**src/rtl/bcd_pkg.sv**
```systemverilog
// Shared BCD definitions: digit type, reverse double-dabble correction constants
// and the converter state encoding.
package bcd_pkg;

  typedef logic [3:0] bcd_digit_t;

  localparam bcd_digit_t BCD_MAX        = 4'd9;
  localparam bcd_digit_t BCD_RDD_THRESH = 4'd8;
  localparam bcd_digit_t BCD_RDD_ADJ    = 4'd3;

  localparam int BCD_DIGITS = 3;
  localparam int RDD_BIN_W  = 10;
  localparam int RDD_W      = BCD_DIGITS * 4 + RDD_BIN_W;
  localparam int RDD_STEPS  = 10;

  typedef enum logic [1:0] {
    ST_IDLE,
    ST_CONV,
    ST_FIX,
    ST_DONE
  } state_e;

  function automatic logic is_bad_digit(input bcd_digit_t d);
    return d > BCD_MAX;
  endfunction

endpackage

```
**src/rtl/bcd_rdd_step.sv**
```systemverilog
// One reverse double-dabble step: shift right, then pull each BCD nibble
// that reached 8 or more back down by 3 (no borrow across nibbles).
module bcd_rdd_step
  import bcd_pkg::*;
(
  input  logic [RDD_W-1:0] din,
  output logic [RDD_W-1:0] dout
);

  logic [RDD_W-1:0] shifted;
  bcd_digit_t       nib;

  always_comb begin
    shifted = din >> 1;
    dout    = shifted;
    nib     = '0;
    for (int i = 0; i < BCD_DIGITS; i++) begin
      nib = shifted[RDD_BIN_W + 4*i +: 4];
      if (nib >= BCD_RDD_THRESH) begin
        dout[RDD_BIN_W + 4*i +: 4] = nib - BCD_RDD_ADJ;
      end
    end
  end

endmodule

```
**src/rtl/bcd2bin_seq.sv**
```systemverilog
// Sequential signed 3-digit BCD to two's-complement converter, one RDD step per clock.
// Define BCD2BIN_SAT_EN to saturate out_bin on overflow instead of wrapping.
module bcd2bin_seq
  import bcd_pkg::*;
#(
  parameter int OUT_W = 8
) (
  input  logic                    clk,
  input  logic                    rst_n,
  input  logic                    in_valid,
  output logic                    in_ready,
  input  logic                    in_sign,
  input  logic [3:0]              in_bcd_h,
  input  logic [3:0]              in_bcd_t,
  input  logic [3:0]              in_bcd_o,
  output logic                    out_valid,
  input  logic                    out_ready,
  output logic signed [OUT_W-1:0] out_bin,
  output logic                    out_ovf,
  output logic                    out_bad_digit
);

  typedef logic [RDD_BIN_W-1:0] mag_t;

  localparam mag_t       POS_LIM   = mag_t'(2**(OUT_W-1) - 1);
  localparam mag_t       NEG_LIM   = mag_t'(2**(OUT_W-1));
  localparam logic [3:0] LAST_STEP = 4'(RDD_STEPS - 1);

  state_e                  state_q, state_d;
  logic [3:0]              cnt_q, cnt_d;
  logic [RDD_W-1:0]        sreg_q, sreg_d;
  logic                    sign_q, sign_d;
  logic                    bad_q, bad_d;
  logic                    out_valid_q, out_valid_d;
  logic signed [OUT_W-1:0] out_bin_q, out_bin_d;
  logic                    out_ovf_q, out_ovf_d;
  logic                    out_bad_q, out_bad_d;

  logic [RDD_W-1:0]        step_out;
  mag_t                    mag;
  logic [OUT_W-1:0]        mag_lo;
  logic signed [OUT_W-1:0] wrapped;
  logic signed [OUT_W-1:0] result;
  logic                    ovf;

`ifdef BCD2BIN_SAT_EN
  function automatic logic signed [OUT_W-1:0] saturate(
    input logic signed [OUT_W-1:0] val,
    input logic                    over,
    input logic                    neg
  );
    if (!over) return val;
    return neg ? {1'b1, {(OUT_W-1){1'b0}}} : {1'b0, {(OUT_W-1){1'b1}}};
  endfunction
`endif

  bcd_rdd_step u_step (
    .din  (sreg_q),
    .dout (step_out)
  );

  // Low OUT_W bits of the negated magnitude equal the wrapped 11-bit result.
  always_comb begin
    mag     = sreg_q[RDD_BIN_W-1:0];
    mag_lo  = mag[OUT_W-1:0];
    wrapped = sign_q ? -mag_lo : mag_lo;
    ovf     = !bad_q && (sign_q ? (mag > NEG_LIM) : (mag > POS_LIM));
`ifdef BCD2BIN_SAT_EN
    result  = saturate(wrapped, ovf, sign_q);
`else
    result  = wrapped;
`endif
  end

  always_comb begin
    state_d     = state_q;
    cnt_d       = cnt_q;
    sreg_d      = sreg_q;
    sign_d      = sign_q;
    bad_d       = bad_q;
    out_valid_d = out_valid_q;
    out_bin_d   = out_bin_q;
    out_ovf_d   = out_ovf_q;
    out_bad_d   = out_bad_q;
    unique case (state_q)
      ST_IDLE: begin
        if (in_valid) begin
          state_d = ST_CONV;
          cnt_d   = '0;
          sreg_d  = {in_bcd_h, in_bcd_t, in_bcd_o, {RDD_BIN_W{1'b0}}};
          sign_d  = in_sign;
          bad_d   = is_bad_digit(in_bcd_h) | is_bad_digit(in_bcd_t) |
                    is_bad_digit(in_bcd_o);
        end
      end
      ST_CONV: begin
        sreg_d = step_out;
        cnt_d  = cnt_q + 4'd1;
        if (cnt_q == LAST_STEP) state_d = ST_FIX;
      end
      ST_FIX: begin
        out_bin_d   = bad_q ? '0 : result;
        out_ovf_d   = ovf;
        out_bad_d   = bad_q;
        out_valid_d = 1'b1;
        state_d     = ST_DONE;
      end
      ST_DONE: begin
        if (out_ready) begin
          out_valid_d = 1'b0;
          state_d     = ST_IDLE;
        end
      end
      default: state_d = ST_IDLE;
    endcase
  end

  always_ff @(posedge clk or negedge rst_n) begin
    if (!rst_n) begin
      state_q     <= ST_IDLE;
      cnt_q       <= '0;
      out_valid_q <= 1'b0;
      out_bin_q   <= '0;
      out_ovf_q   <= 1'b0;
      out_bad_q   <= 1'b0;
    end else begin
      state_q     <= state_d;
      cnt_q       <= cnt_d;
      out_valid_q <= out_valid_d;
      out_bin_q   <= out_bin_d;
      out_ovf_q   <= out_ovf_d;
      out_bad_q   <= out_bad_d;
    end
  end

  // Operand datapath is always loaded before use, so it carries no reset.
  always_ff @(posedge clk) begin
    sreg_q <= sreg_d;
    sign_q <= sign_d;
    bad_q  <= bad_d;
  end

  assign in_ready      = (state_q == ST_IDLE);
  assign out_valid     = out_valid_q;
  assign out_bin       = out_bin_q;
  assign out_ovf       = out_ovf_q;
  assign out_bad_digit = out_bad_q;

endmodule

```
**config.mk**
```make
export PLATFORM = sky130hd
export DESIGN_NAME = bcd2bin_seq
export DESIGN_NICKNAME = d
export VERILOG_FILES = /design/src/rtl/bcd_pkg.sv /design/src/rtl/bcd_rdd_step.sv /design/src/rtl/bcd2bin_seq.sv
export SDC_FILE = /design/constraint.sdc
export NUM_CORES = 1
export LEC_CHECK = 0
export CORE_ASPECT_RATIO = 1.25
export CORE_UTILIZATION = 54
export DETAILED_ROUTE_END_ITERATION = 8
export PLACE_DENSITY = 0.89
export SYNTH_ARGS = -nofsm -noshare
export SYNTH_HDL_FRONTEND = slang
export SYNTH_SLANG_ARGS = --single-unit
```
**constraint.sdc**
```tcl
create_clock -name clk -period 2.4 [get_ports clk]
set_clock_uncertainty 0.15 [all_clocks]
set_input_delay 0.48 -clock clk [delete_from_list [all_inputs] [get_ports clk]]
set_output_delay 0.48 -clock clk [all_outputs]
set_load 0.02 [all_outputs]
```
==> run_results.csv <==
group,metric,value,unit
cts,cts_tree,"yes",
critical_path,worstPathArrival,1.36,ns
routing,finalWirelength,3750,um
synth,syn_area,0.00215,mm^2
placement,numPortBuffers,28,
synth,ys_ff_latch,41,
critical_path,cp_slowest_cell,"dfrtp_1",
synth,synth-main-ff-cell,"edfxtp_1",
sta,holdWs,0.352,ns
sta,tightest_slew,0.499,ns
synth,synth_edf_count,24,
die,dieArea,0.00423,mm^2
min_path,worstHoldPathCells,1,
critical_path,path_buf_inv,2,
synth,synth_cell_types,42,
cts,cts-buffers-inserted,5,
pwr,switching_share,37.7,%
grt,globalRouteOverflowTotal,0,
synth,yosys.area.top_type,"edfxtp_1",
status,status,"complete, no violations",
critical_path,cp.depth,3,
pwr,p_sw,1.25,mW
sta,rsz0062_at_grt,"no",
critical_path,cp-end-kind,"output port",
final_layout,design_area,0.00257,mm^2
cts,cts.sinks,41,
cts,post-cts-setup-buffers,0,
synth,ys_async_sr_fraction,41.5,%
placement,dpl-instance-area,0.00249,mm^2
die,core_region_area,0.00378,mm^2
routing,num_vias,1523,
placement,dp_cells,269,
pwr,internal_power,2.06,mW
grt,grt_pass1_vias,1392,
grt,grtUsageTotal,19.7,%
grt,grtUsageMet1,24.6,%
cts,path_clk_slew,0.07,ns
critical_path,cp_max_fo,7,
synth,yosysSeqAreaShare,53.4,%
sta,setup_viol,0,
critical_path,cpLargestDelayFamily,"flip-flops",
sta,hold_viol,0,
final_layout,layout-drive-gt1-share,8.97,%
grt,use_met2,32.3,%
synth,syn_nets,217,
grt,grt_pass1_wl,6230,um
min_path,hp-class,"flop to flop",
pwr,ir_drop,0.884,mV
grt,grt_max_degree,33,
synth,yosys_warnings,0,
sta,layout_min_cycle_time,1.99,ns
die,io_pins,29,
flow_run,drv_cap,0,
die,die-width,58.4,um
final_layout,synthToLayoutAreaGrowth,19.8,%
grt,gr-usage-met3,4.81,%
die,die_y,72.5,um
die,start_util,56.7,%
routing,drt-initial-drc-count,64,
pwr,finalPower,3.31,mW
cts,cts.path.max_buffers,2,
critical_path,cp.required,1.77,ns
cts,root_buffer,"clkbuf_8",
pwr,leakage,1.04,nW
critical_path,worstPathCellList,"inv_1 -> ha_1 -> dlymetal6s2s_1",
routing,routedWlPerCell,13.5,um
pwr,p_clk_share,13.0,%
synth,synth_area_per_cell,11.4,um^2
final_layout,final_common_cell,"clkdlybuf4s50_1",
die,placementRows,25,
sta,min_period_over_period,82.8,%
final_layout,nFillCells,269,
routing,ant_nets,0,
final_layout,antenna_cells,0,
final_layout,final_cell_mix,"clkdlybuf4s50_1, edfxtp_1, dfrtp_1, inv_1, ha_1",
critical_path,criticalPathCategory,"flop to output port",
sta,relSlewSlack,66.5,%
pwr,pwr-share-seq,44.1,%
synth,yosys-top-cells-area,"edfxtp_1, dfrtp_1, ha_1",
critical_path,reg2regPathDepth,5,
grt,antenna_found_initial,0,
grt,grt.busiest_layer,"met2",
cts,clk_latency,0.29,ns
routing,drcViolationCount,0,
placement,place.gp.congestion,0.852,
final_layout,nets,250,
sta,tns,0,ns
placement,dp_hpwl,2700,um
synth,yosysTopAreaCellShare,33.6,%
synth,synth_cells,189,
critical_path,slowest_delay,0.42,ns
pwr,pwr-share-comb,42.9,%
routing,first_pass_iters,4,
sta,max_freq,503,MHz
routing,viasPerCell,5.50,
critical_path,startpoint_type,"flop",
sta,slew_viol_final,0,
cts,htree_num_levels,2,
final_layout,stdcell_count,277,
pwr,power_density,1290,mW/mm^2
## through the flow
step / setup WS (ns) / util [%]
floorplan: 0.359 / -
global placement: 0.385 / 65.7
detailed placement: 0.299 / 65.7
CTS: 0.0233 / 67.9
global route: 0.323 / 67.9
finish: 0.414 / 67.9
## synth_stat cells (5+ instances only)
| cell type | number |
|---|---|
| inv_1 | 16 |
| dfrtp_1 | 17 |
| nand2b_1 | 6 |
| xnor2_1 | 6 |
| and2_1 | 10 |
| ha_1 | 11 |
| nor2_1 | 10 |
| nor2b_1 | 7 |
| a21oi_1 | 10 |
| o21ai_0 | 6 |
| edfxtp_1 | 24 |
| mux2_2 | 5 |
| nand2_1 | 7 |
## registers in the layout (all words and copies together) (netlist names)
signal / count
bad_q: 1
sign_q: 1
out_valid: 1
state_q: 2
out_ovf: 1
out_bad_digit: 1
sreg_q: 22
out_bin: 8
cnt_q: 4
## cell families (layout without fill, tap and decap cells)
logic type,Yosys count,after routing,synth area share (%)
AO/OA/AOI/OAI,38,38,12.1
XOR/XNOR,6,6,2.45
adder cells (fa/ha/maj),11,11,6.41
buffers and inverters,23,57,4.89
flip-flops,41,41,53.4
multiplexers,9,9,4.49
AND/OR/NAND/NOR,61,61,16.3
## cell type report
cell class / count / area (um^2) / share of cell area, %
multi-input combinational: 125 / 896 / 34.8
tap: 54 / 67.6 / 2.63
clock buffer: 7 / 76.3 / 2.97
clock inverter: 1 / 5.00 / 0.195
inverter: 16 / 60.1 / 2.34
sequential: 41 / 1150 / 44.6
timing repair buffer: 33 / 320 / 12.5
## power groups by stage
stage | Clock [mW] | Sequential, mW | Combinational, mW
6_report | 0.430 | 1.46 | 1.42
4_1_cts | 0.440 | 1.46 | 1.42
2_1_floorplan | 0 | 1.48 | 0.946
3_3_place_gp | 0 | 1.45 | 1.37
3_5_place_dp | 0 | 1.47 | 1.42
5_1_grt | 0.469 | 1.51 | 1.58
## final timing paths
kind                                         from                      to  slack (ns)
max in group asynchronous                   rst_n    cnt_q[2]$_DFFE_PN0P_        1.55
hold reg to reg            out_bin[1]$_DFFE_PN0P_  out_bin[1]$_DFFE_PN0P_        0.35
setup / recovery           state_q[1]$_DFFE_PN0P_                in_ready        0.41
min in group asynchronous                   rst_n  out_bin[7]$_DFFE_PN0P_        0.36
setup reg to reg           state_q[1]$_DFFE_PN0P_  state_q[1]$_DFFE_PN0P_        0.47
hold / removal             out_bin[1]$_DFFE_PN0P_  out_bin[1]$_DFFE_PN0P_        0.35
## layer usage
layer  part of all wire [%]  vias up  wire [um]
met1                     45      727       1670
li1                       -      749          -
met2                     50       40       1880
met4                    1.6        0         59
met5                      0        -          0
met3                    3.7        7        138
## repair_timing
action,CTS,global route
endpoints found under the setup margin,0,1
resized for setup,0,1
hold buffers,0,0
(Power assumes the default switching activity.)
